## src/rtl/seq_lock_ctrl_if.sv

```systemverilog
// seq_lock_ctrl_if: raw switch input and status outputs of the switch-sequence lock.
// The master side drives the switches and watches the status; the slave side is the lock.
interface seq_lock_ctrl_if;
    logic [3:0] sw30;
    logic [1:0] led;
    logic       unlock;
    logic       fail;
    logic       locked;

    modport master (
        output sw30,
        input  led,
        input  unlock,
        input  fail,
        input  locked
    );

    modport slave (
        input  sw30,
        output led,
        output unlock,
        output fail,
        output locked
    );
endinterface

```

## src/rtl/seq_lock_ctrl.sv

```systemverilog
// seq_lock_ctrl: switch-sequence lock controller.
// Debounces the four slide switches, turns every newly settled non-zero code into one
// token, and walks the unlock sequence 0001 -> 0010 -> 0100 -> 1000 with an inter-token
// timeout and a saturating failed-attempt counter.
// Optional feature macro: SEQ_LOCK_LOCKOUT_EN -- when defined, reaching MAX_FAILS failures
// enters a LOCKOUT state for LOCKOUT_CYCLES edges during which tokens are ignored.
module seq_lock_ctrl #(
    parameter int DB_CYCLES      = 4,
    parameter int TIMEOUT_CYCLES = 1000,
    parameter int MAX_FAILS      = 3,
    parameter int LOCKOUT_CYCLES = 5000
) (
    input  logic           clk,
    input  logic           rst,
    seq_lock_ctrl_if.slave bus
);

    localparam int DB_W    = $clog2(DB_CYCLES + 1);
    localparam int TMR_MAX = (TIMEOUT_CYCLES > LOCKOUT_CYCLES) ? TIMEOUT_CYCLES : LOCKOUT_CYCLES;
    localparam int TMR_W   = $clog2(TMR_MAX + 1);
    localparam int FC_W    = $clog2(MAX_FAILS + 1);

    localparam logic [DB_W-1:0]  DB_SAT   = DB_W'(DB_CYCLES);
    localparam logic [TMR_W-1:0] TMO_LAST = TMR_W'(TIMEOUT_CYCLES - 1);
    localparam logic [FC_W-1:0]  FC_SAT   = FC_W'(MAX_FAILS);
`ifdef SEQ_LOCK_LOCKOUT_EN
    localparam logic [TMR_W-1:0] LCK_LAST = TMR_W'(LOCKOUT_CYCLES - 1);
    localparam logic [FC_W-1:0]  FC_LAST  = FC_W'(MAX_FAILS - 1);
`endif

    // Encoding of the progress states equals the led code and the index of the
    // one-hot switch expected next.
    typedef enum logic [2:0] {
        ST_IDLE    = 3'd0,
        ST_GOT1    = 3'd1,
        ST_GOT2    = 3'd2,
        ST_GOT3    = 3'd3
`ifdef SEQ_LOCK_LOCKOUT_EN
        , ST_LOCKOUT = 3'd4
`endif
    } state_t;

    // Debouncer state
    logic [3:0]       cand_reg, cand_next;
    logic [DB_W-1:0]  db_cnt_reg, db_cnt_next;
    logic [3:0]       stable_reg, stable_next;
    logic             tok_valid;
    logic             tok_use;

    // Sequencer state
    state_t           state_reg, state_next;
    logic [FC_W-1:0]  fail_cnt_reg, fail_cnt_next;
    logic [TMR_W-1:0] tmr_reg, tmr_next;
    logic             unlock_reg, unlock_next;
    logic             fail_reg, fail_next;
    logic [3:0]       exp_code;

    // Debounce: restart the count on any change, otherwise count up and saturate.
    // cand_reg is the capture register for the asynchronous switches; a token only
    // forms after DB_CYCLES agreeing samples, so a single unsettled sample is harmless.
    always_comb begin
        if (bus.sw30 != cand_reg) begin
            cand_next   = bus.sw30;
            db_cnt_next = DB_W'(1);
        end else begin
            cand_next   = cand_reg;
            db_cnt_next = (db_cnt_reg == DB_SAT) ? db_cnt_reg : db_cnt_reg + DB_W'(1);
        end
        tok_valid   = (db_cnt_next == DB_SAT) && (cand_next != stable_reg);
        stable_next = tok_valid ? cand_reg : stable_reg;
        // Settling back to all-off refreshes stable_reg but is not a token.
        tok_use     = tok_valid && (cand_reg != 4'b0000);
    end

    // Debouncer registers.
    always_ff @(posedge clk) begin
        if (rst) begin
            cand_reg   <= 4'b0000;
            db_cnt_reg <= '0;
            stable_reg <= 4'b0000;
        end else begin
            cand_reg   <= cand_next;
            db_cnt_reg <= db_cnt_next;
            stable_reg <= stable_next;
        end
    end

    // Expected one-hot code: bit gi is wanted while in the gi-th progress state.
    genvar gi;
    generate
        for (gi = 0; gi < 4; gi++) begin : g_exp
            assign exp_code[gi] = (state_reg == 3'(gi));
        end
    endgenerate

    // FSM state register, including the shared timer and the registered pulses.
    always_ff @(posedge clk) begin
        if (rst) begin
            state_reg    <= ST_IDLE;
            fail_cnt_reg <= '0;
            tmr_reg      <= '0;
            unlock_reg   <= 1'b0;
            fail_reg     <= 1'b0;
        end else begin
            state_reg    <= state_next;
            fail_cnt_reg <= fail_cnt_next;
            tmr_reg      <= tmr_next;
            unlock_reg   <= unlock_next;
            fail_reg     <= fail_next;
        end
    end

    // FSM next state: tokens beat a coincident timeout; the timer is zero unless counting.
    always_comb begin
        state_next    = state_reg;
        fail_cnt_next = fail_cnt_reg;
        tmr_next      = '0;
        unlock_next   = 1'b0;
        fail_next     = 1'b0;
        case (state_reg)
            ST_IDLE, ST_GOT1, ST_GOT2, ST_GOT3: begin
                if (tok_use) begin
                    if (cand_reg == exp_code) begin
                        if (state_reg == ST_GOT3) begin
                            unlock_next   = 1'b1;
                            state_next    = ST_IDLE;
                            fail_cnt_next = '0;
                        end else begin
                            state_next = state_t'(state_reg + 3'd1);
                        end
                    end else begin
                        fail_next = 1'b1;
                    end
                end else if (state_reg != ST_IDLE) begin
                    if (tmr_reg == TMO_LAST) begin
                        fail_next = 1'b1;
                    end else begin
                        tmr_next = tmr_reg + TMR_W'(1);
                    end
                end
                if (fail_next) begin
                    state_next = ST_IDLE;
                    if (fail_cnt_reg != FC_SAT) begin
                        fail_cnt_next = fail_cnt_reg + FC_W'(1);
                    end
`ifdef SEQ_LOCK_LOCKOUT_EN
                    if (fail_cnt_reg == FC_LAST) begin
                        state_next = ST_LOCKOUT;
                    end
`endif
                end
            end
`ifdef SEQ_LOCK_LOCKOUT_EN
            ST_LOCKOUT: begin
                // Tokens are dropped here; only the lockout timer matters.
                if (tmr_reg == LCK_LAST) begin
                    state_next    = ST_IDLE;
                    fail_cnt_next = '0;
                end else begin
                    tmr_next = tmr_reg + TMR_W'(1);
                end
            end
`endif
            default: begin
                state_next = ST_IDLE;
            end
        endcase
    end

    // FSM outputs: progress code and lock level from the state, pulses from registers.
    always_comb begin
        bus.led    = 2'b00;
        bus.locked = 1'b0;
        case (state_reg)
            ST_GOT1:    bus.led = 2'b01;
            ST_GOT2:    bus.led = 2'b10;
            ST_GOT3:    bus.led = 2'b11;
`ifdef SEQ_LOCK_LOCKOUT_EN
            ST_LOCKOUT: bus.locked = 1'b1;
`endif
            default:    bus.led = 2'b00;
        endcase
        bus.unlock = unlock_reg;
        bus.fail   = fail_reg;
    end

endmodule

```

## src/flat_wrapper.sv

```systemverilog
// flat-port wrapper written by rule: the top's interface ports become plain ports
module seq_lock_ctrl_flat 
#(
    parameter int DB_CYCLES      = 4,
    parameter int TIMEOUT_CYCLES = 1000,
    parameter int MAX_FAILS      = 3,
    parameter int LOCKOUT_CYCLES = 5000
)
  (clk, rst, bus_sw30, bus_led, bus_unlock, bus_fail, bus_locked);
  seq_lock_ctrl_if bus_i ();
  input  logic clk;
  input  logic rst;
  input wire logic [$bits(bus_i.sw30)-1:0] bus_sw30;
  output wire logic [$bits(bus_i.led)-1:0] bus_led;
  output wire logic [$bits(bus_i.unlock)-1:0] bus_unlock;
  output wire logic [$bits(bus_i.fail)-1:0] bus_fail;
  output wire logic [$bits(bus_i.locked)-1:0] bus_locked;
  assign bus_i.sw30 = bus_sw30;
  assign bus_led = bus_i.led;
  assign bus_unlock = bus_i.unlock;
  assign bus_fail = bus_i.fail;
  assign bus_locked = bus_i.locked;
  seq_lock_ctrl #(.DB_CYCLES(DB_CYCLES), .TIMEOUT_CYCLES(TIMEOUT_CYCLES), .MAX_FAILS(MAX_FAILS), .LOCKOUT_CYCLES(LOCKOUT_CYCLES)) u_core (.clk(clk), .rst(rst), .bus(bus_i));
endmodule
```

## config.mk

```make
export PLATFORM = sky130hd
export DESIGN_NAME = seq_lock_ctrl_flat
export DESIGN_NICKNAME = d
export VERILOG_FILES = /design/src/rtl/seq_lock_ctrl_if.sv /design/src/rtl/seq_lock_ctrl.sv /design/src/flat_wrapper.sv
export SDC_FILE = /design/constraint.sdc
export NUM_CORES = 1
export LEC_CHECK = 0
export BUFFER_PORTS_ARGS = -buffer_cell sky130_fd_sc_hd__buf_2
export CORE_ASPECT_RATIO = 0.7
export CORE_MARGIN = 10
export CORE_UTILIZATION = 59
export DETAILED_ROUTE_END_ITERATION = 7
export PLACE_DENSITY = 0.78
export SYNTH_ARGS = -nofsm -noshare
export SYNTH_HDL_FRONTEND = slang
export SYNTH_SLANG_ARGS = --single-unit
```

## constraint.sdc

```tcl
create_clock -name clk -period 4.4 [get_ports clk]
set_input_delay 0.44 -clock clk [delete_from_list [all_inputs] [get_ports clk]]
set_output_delay 0.44 -clock clk [all_outputs]
set_load 0.005 [all_outputs]
```

* Word-level counts from Yosys, hierarchy flattened
Index checks and enable logic that the tools add are counted.
** Cells by class
- Add/sub/neg operators :: 3
- Eq/ne operators :: 9
- Multiplexer cells :: 11
- Bitwise logic cells :: 4
- Reduce and logical (&&, ||, !) cells :: 11
** Operators by type and width (count)
- adder 13 x 1 -> 13 bit (second input constant) :: 1
- == test 13 x 10 -> 1 bit (second input constant) :: 1
- two-way mux 3 bit :: 3
- != test 4 bit :: 2
- OR reduction 4 bit :: 2
- adder 3 x 1 -> 3 bit (second input constant) :: 2
- == test 3 x 2 -> 1 bit (second input constant) :: 2
- == test 3 bit (second input constant) :: 2
- two-way mux 1 bit :: 6
- one-hot mux 2 bit (3 select lines) :: 1
- OR reduction 5 bit :: 1
- == test 4 bit :: 1
- two-way mux 4 bit :: 1
- inverter 1 bit :: 4
- nonzero test 4 bit :: 1
- == test 3 x 1 -> 1 bit (second input constant) :: 1
- logical NOT 3 bit :: 1
- nonzero test 3 bit :: 1
- OR reduction 3 bit :: 1
- logical AND 1 bit :: 2
- AND reduction 2 bit :: 1
- OR reduction 2 bit :: 1
** Word-level totals
- Bits in registers :: 29
- Logic and storage cells :: 45

* Longest topological paths before layout
Gate-level depths: netlist (run 1).
- Depth after elaboration :: 9
- Gate-level depth with buffers :: 8
- Depth with buffers taken out :: 7

* Least setup slack after synthesis (run 1)
Ideal clock, no wire load.
- Path type :: register to register
- From :: register u_core.state_reg[0]
- To :: register u_core.state_reg[0]
- Setup time :: 0.087 ns
- Arrival :: 1.681 ns
- Path slack :: 2.632 ns
- Cell stages (with the launch flop) :: 8
- Buffers on the path :: 0
- Cell sequence :: dfxtp_1 > inv_1 > ha_1 > o21ba_2 > nor3_1 > o22ai_1 > or3_1 > o31ai_1
** On the way
- Word-level cells in the longest chain between the ends :: 6
- Elaborated cells between the ends (all ways) :: 16
** RTL lines
- start: declaration :: RTL line seq_lock_ctrl.sv:51 : state_t state_reg, state_next;
- start signal: assignment :: RTL line seq_lock_ctrl.sv:105 : state_reg <= state_next;
- == test 3 x 1 -> 1 bit, or another cell as far along :: RTL line seq_lock_ctrl.sv:92, seq_lock_ctrl.sv:120
- == test 4 bit :: RTL line seq_lock_ctrl.sv:123 : if (cand_reg == exp_code) begin
- two-way mux 1 bit :: RTL line seq_lock_ctrl.sv:123
- two-way mux 1 bit :: RTL line seq_lock_ctrl.sv:122 : if (tok_use) begin
- two-way mux 1 bit :: RTL line seq_lock_ctrl.sv:120 : case (state_reg)
- OR reduction 3 bit (no line)
Parallel ways exist; a longest one is shown, timed or not. The select of a mux whose other input is x is not followed.
A chain may end at the register's enable or synchronous reset.

* Worst setup path after layout (run 1)
Same ends and word-level chain as after synthesis.

==> results of run 1 <==
worst min-delay path by stage:
stage	to	slack, ns	cells past startpoint
floorplan	u_core.tmr_reg[0]	0.44	1
global placement	u_core.tmr_reg[0]	0.48	1
detailed placement	u_core.tmr_reg[0]	0.48	1
CTS	u_core.cand_reg[1]	0.44	2
global route	u_core.cand_reg[1]	0.45	2
finish	u_core.cand_reg[3]	0.44	2
where the power goes:
part	internal, mW	total (mW)	switching [mW]
clock network	0.124	0.213	0.0897
logic	0.0136	0.0310	0.0174
registers	0.266	0.273	0.00652
synthesized netlist by cell type, types with 3 or more instances:
master	n
dfxtp_1	29
nor2_1	28
xor2_1	14
xnor2_1	8
ha_1	7
inv_1	7
mux2i_1	5
nand2_1	5
nand3_1	5
nand3b_1	4
nor2b_1	4
nand4_1	3
nand4bb_1	3
o22ai_1	3
critical path, delay by kind of cell, from the launching register on:
kind | cells | cell delay [ns]
AO/OA/AOI/OAI | 3 | 0.63
AND/OR/NAND/NOR | 2 | 0.54
flip-flops | 1 | 0.42
adder cells (fa/ha/maj) | 1 | 0.26
buffers and inverters | 1 | 0.11
area by class of cell:
class	count	area [um2]
clock buffer	7	86.3
inverter	7	26.3
fill	194	802
timing repair buffer	9	45.0
sequential	29	581
tap	34	42.5
multi-input combinational	120	876
metal layers:
| layer | vias to the layer above | wire length (um) | track usage [%] |
|---|---|---|---|
| met4 | 0 | 40 | 2.85 |
| met5 | - | 0 | 0 |
| li1 | 568 | - | - |
| met2 | 27 | 1300 | 18.1 |
| met1 | 526 | 1490 | 14.7 |
| met3 | 6 | 104 | 4.45 |
kinds of logic after synthesis:
group	after synthesis	share of synthesized area, %
adders and majority gates	7	5.79
xor gates and xnor gates	22	12.7
and+or+nand+nor	69	28.1
muxes	5	3.31
DFF	29	38.4
AOI/OAI and AO/OA	15	7.44
buffers and inverters	11	3.97
other	1	0.248
stage by stage:
step,total power [mW],hold WS (ns)
3_3_place_gp,0.308,0.480
5_1_grt,0.539,0.449
6_report,0.517,0.441
4_1_cts,0.521,0.442
2_1_floorplan,0.303,0.441
3_5_place_dp,0.309,0.479
placed cells by master, fill, tap and decap left out, types with 3 or more instances in the layout:
master and count:
nand3b_1 4, dfxtp_1 29, nand4_1 3, xor2_1 14, clkbuf_8 6, nand3_1 5
ha_1 7, xnor2_1 8, nand2_1 5, o22ai_1 3, mux2i_1 5, inv_1 7
nand4bb_1 3, buf_2 9, nor2_1 28, nor2b_1 4
==> reports/results.tsv, run 1 <==
metric	value	unit
critical path arrival	2.23	ns
Post-synth EDFFs	0	
DP HPWL	2.18	mm
outcome	finished, final reports clean	
Seq/Total Area, Yosys	38.4	%
DR pass1 iterations	4	
Via-to-Cell Ratio	5.47	
post-route insts no fill	206	
die area	5020	um2
R2R setup slack	2.33	ns
Max VDD drop	0.253	mV
cts hold-fix bufs	0	
Gates resized, CTS repair	0	
Worst Hold Class	input port to flip-flop	
nets	185	
I/O Buffers	9	
Syn-to-layout area delta	9.51	%
unrepaired setup endpoints after global routing	no	
Pleak	0.649	nW
Diodes inserted	0	
largest net degree at the start of global routing	14	
Mapped Cells	159	
WL/cell	14.3	um
num rows	15	
first-pass GRT wire length	4.76	mm
Synth Register Bits	29	
CP Capture Type	flip-flop	
Power Dens Cells	312	nW/um2
clk sinks	29	
DP Area	1570	um2
Hold Vio Cnt, Final	0	
design area	1660	um2
ratio of final minimum period to clock period	47.0	%
Placed Instances	199	
vias in the first global route	1066	
later-pin clock latency in the skew report	0.27	ns
nature of the critical path startpoint	flip-flop	
layout cells sized above 1	14.0	%
reg-to-reg endpoint	u_core.state_reg[0]	
Clock Tree Root	clkbuf_8	
max reg flops	13	
min Tclk post-route	2.07	ns
Final GP Congestion	0.831	
final worst slack	2.33	ns
antenna violations before repair	0	
io pins	11	
Worst Reg-to-Reg Cells	7	
pre-CTS WS	2.38	ns
max-cap check violation count	0	
Clock Pin Slew Worst Setup and Hold Paths	0.06	ns
YS warnings	0	
Worst Setup SP	u_core.state_reg[0]	
Overflow after GRT	0	
die extent in x	80.5	um
htree depth	2	
Mapped Avg Cell Area	9.51	um2
Post-Synthesis Cell Area	1510	um2
Crit Path Max Fanout	5	
Setup CP Type	flip-flop to flip-flop	
Post-synth ARST share	0	%
GRT Resource Usage Total	11.7	%
1st-iter DRT viols	62	
Final setup viols	0	
Post-synth top flop	dfxtp_1	
Critical Path Slowest Stage Cell	dfxtp_1	
Total Wirelength	2.94	mm
Clock Skew	0.00634	ns
Required @ worst endpoint	4.57	ns
Vias	1127	
Layout Utilization	67.4	%
maximum clock rate	484	MHz
Initial Utilization	61.5	%
hold path startpoint	bus_sw30[3]	
Max Slew Vio Count	0	
final setup TNS	0	ns
crit path cell chain	inv_1 > ha_1 > o21ba_2 > nor3_1 > o22ai_1 > or3_1 > o31ai_1	
CTS tree	done	
final antenna-violating net count	0	
r2r startpoint	u_core.state_reg[0]	
Synth top area share	38.4	%
CORE AREA	2460	um2
Remaining DRCs	0	
die height	62.4	um
clock buffer depth	2	
CP Capture Point	u_core.state_reg[0]	
postcts setup bufs	0	
max incr delay on CP	0.42	ns
Yosys cell types	42	
Num CTS Buffers	5	
Area contributors post-synth	dfxtp_1 38%, xor2_1 8.1%, nor2_1 6.9%	
area leader, netlist	dfxtp_1	
Note: power is estimated with default switching activity, not from simulation.
==> inputs of run 2 (changes only) <==
--- a/config.mk
+++ b/config.mk
@@ -8,9 +8,9 @@
 export BUFFER_PORTS_ARGS = -buffer_cell sky130_fd_sc_hd__buf_2
 export CORE_ASPECT_RATIO = 0.7
 export CORE_MARGIN = 10
-export CORE_UTILIZATION = 59
+export CORE_UTILIZATION = 53
 export DETAILED_ROUTE_END_ITERATION = 7
-export PLACE_DENSITY = 0.78
+export PLACE_DENSITY = 0.74
 export SYNTH_ARGS = -nofsm -noshare
 export SYNTH_HDL_FRONTEND = slang
 export SYNTH_SLANG_ARGS = --single-unit
==> constraint.sdc (replaced) <==
create_clock -name clk -period 1.8 [get_ports clk]
set_input_delay 0.18 -clock clk [delete_from_list [all_inputs] [get_ports clk]]
set_output_delay 0.18 -clock clk [all_outputs]
set_load 0.005 [all_outputs]
==> run 2 against run 1 <==
Against the previous run: fmax up 18%; worst hold slack worse by 0.27 ns; cell count up 7.8%; sequential power up 140%; clock power up 150%; critical path type unchanged.
==> reports/results.tsv, run 2 (synthesized netlist as in run 1, its figures left out) <==
metric	value	unit	change
clk sinks	29		unchanged
Power Dens Cells	681	nW/um2	was 312 nW/um2
Pleak	0.737	nW	was 0.649 nW
WL/cell	15.1	um	was 14.3 um
CP Depth	5		was 7
critical path arrival	1.94	ns	was 2.23 ns
reg-to-reg endpoint	u_core.state_reg[0]		unchanged
htree depth	2		unchanged
most frequent cells in the layout	26 x nor2_1, 26 x dfxtp_1, 14 x xor2_1		was 29 x dfxtp_1, 28 x nor2_1, 14 x xor2_1
Overflow after GRT	0		unchanged
Diodes inserted	0		unchanged
nets	199		was 185
Crit Path Max Fanout	5		unchanged
Worst Hold Depth	2		unchanged
outcome	finished, final reports clean		unchanged
pre-CTS WS	-0.257	ns	was 2.38 ns
Required @ worst endpoint	1.98	ns	was 4.57 ns
Hold Vio Cnt, Final	0		unchanged
largest net degree at the start of global routing	14		unchanged
nature of the critical path startpoint	flip-flop		unchanged
unrepaired setup endpoints after global routing	yes		was no
vias in the first global route	1120		was 1066
Clock Pin Slew Worst Setup and Hold Paths	0.06	ns	about the same
Total Wirelength	3.36	mm	was 2.94 mm
slew margin rel.	63.6	%	
io pins	11		unchanged
cts hold-fix bufs	0		unchanged
r2r startpoint	u_core.state_reg[1]		was u_core.state_reg[0]
layout cells sized above 1	30.6	%	was 14.0%
Final GP Congestion	0.847		was 0.831
CP Capture Type	flip-flop		unchanged
1st-iter DRT viols	68		was 62
Remaining DRCs	0		unchanged
CTS tree	done		unchanged
max-cap check violation count	0		unchanged
Hold EP	u_core.cand_reg[0]		was u_core.cand_reg[3]
max incr delay on CP	0.43	ns	was 0.42 ns
DP HPWL	2.26	mm	was 2.18 mm
DR pass1 iterations	4		unchanged
Vias	1207		was 1127
buffers plus inverters on the worst setup path	0		was 1
final antenna-violating net count	0		unchanged
Final setup viols	0		unchanged
Critical Path Slowest Stage Cell	or3_4		was dfxtp_1
die height	64.7	um	was 62.4 um
final worst slack	0.0465	ns	was 2.33 ns
max reg flops	13		unchanged
die extent in x	83.9	um	was 80.5 um
Max VDD drop	0.462	mV	was 0.253 mV
Hold Slack	0.174	ns	was 0.441 ns
R2R setup slack	0.05	ns	was 2.33 ns
ratio of final minimum period to clock period	97.4	%	was 47.0%
Clock Skew	0.00212	ns	was 0.00634 ns
Worst Reg-to-Reg Cells	5		was 7
Via-to-Cell Ratio	5.44		was 5.47
Initial Utilization	54.8	%	was 61.5%
Syn-to-layout area delta	26.1	%	was 9.51%
cell family with most CP delay	compound AO/OA/AOI/OAI gates		unchanged
antenna violations before repair	0		unchanged
Worst Hold Class	input port to flip-flop		unchanged
Clock Tree Root	clkbuf_8		unchanged
worst slew pin tran	0.543	ns	
hold path startpoint	bus_sw30[0]		was bus_sw30[3]
maximum clock rate	570	MHz	was 484 MHz
Max Slew Vio Count	0		unchanged
min Tclk post-route	1.75	ns	was 2.07 ns
die area	5430	um2	was 5020 um2
crit path cell chain	ha_2 > nor2_1 > a211o_2 > or3_4 > o31ai_4		was inv_1 > ha_1 > o21ba_2 > nor3_1 > o22ai_1 > or3_1 > o31ai_1
Worst Setup SP	u_core.state_reg[1]		was u_core.state_reg[0]
later-pin clock latency in the skew report	0.27	ns	about the same
first-pass GRT wire length	5.23	mm	was 4.76 mm
CORE AREA	2760	um2	was 2460 um2
Setup CP Type	flip-flop to flip-flop		unchanged
Num CTS Buffers	5		unchanged
num rows	16		was 15
clock buffer depth	2		unchanged
GRT Resource Usage Total	11.8	%	was 11.7%
I/O Buffers	9		unchanged
==> run 2: cell types whose count changed in the layout (fill, tap and decap cells not counted), moves of 2 or more <==
cell and delta:
o31ai_1 -2, nor2_1 -2, buf_4 +12, ha_1 -4, dfxtp_1 -3, o2111ai_1 -2
dfxtp_4 +2, inv_1 -2, ha_4 +3, nor2_2 +2
==> run 2: timing repair <==
action | CTS | global route
setup buffers | 1 | 2
setup endpoints to repair | 15 | 16
gates cloned | 0 | 1
pin swaps | 3 | 8
resized for setup | 18 | 12
==> run 2: area by class of cell <==
type,instances,area [um2]
multi-input combinational,121,1010
fill,202,856
sequential,29,589
timing repair buffer,22,146
clock buffer,7,86.3
tap,36,45.0
inverter,7,28.8
==> run 2: metrics by stage <==
stage	utilization (%)	setup TNS [ns]	cell area [um2]	std cells	power (mW)
floorplan	-	0	1520	160	0.740
global placement	59.6	0	1650	211	0.767
detailed placement	59.6	-0.435	1650	211	0.771
CTS	65.9	0	1820	219	1.30
global route	69.0	-0.0342	1910	222	1.35
finish	69.0	0	1910	222	1.30
==> run 2: worst register-to-register path: stages (launching register included) <==
cell     delay [ns]
dfxtp_4        0.39
ha_2           0.24
nor2_1         0.08
a211o_2        0.35
or3_4          0.43
o31ai_4        0.18
==> run 2: power by group <==
part | internal (mW) | switching [mW] | leakage, nW
registers | 0.649 | 0.0109 | 0.237
clock network | 0.302 | 0.228 | 0.0443
logic | 0.0494 | 0.0599 | 0.456
total | 1.00 | 0.299 | 0.737
==> run 2: how the worst max path moves through the flow <==
| stage | to |
|---|---|
| final | u_core.state_reg[0] |
| after global routing | u_core.tmr_reg[11] |
| after CTS | u_core.state_reg[0] |
| after detailed placement | u_core.state_reg[0] |
| after global placement | u_core.state_reg[1] |
| after floorplan | u_core.state_reg[0] |
==> run 2: metal layers <==
metal  vias to the layer above  GRT usage [%]  share of wire [%]
met4                         0           5.42                1.2
met2                        25           18.7                 48
met1                       572           14.0                 46
met3                         6           4.37                5.4
met5                         -              0                  0
li1                        604              -                  -
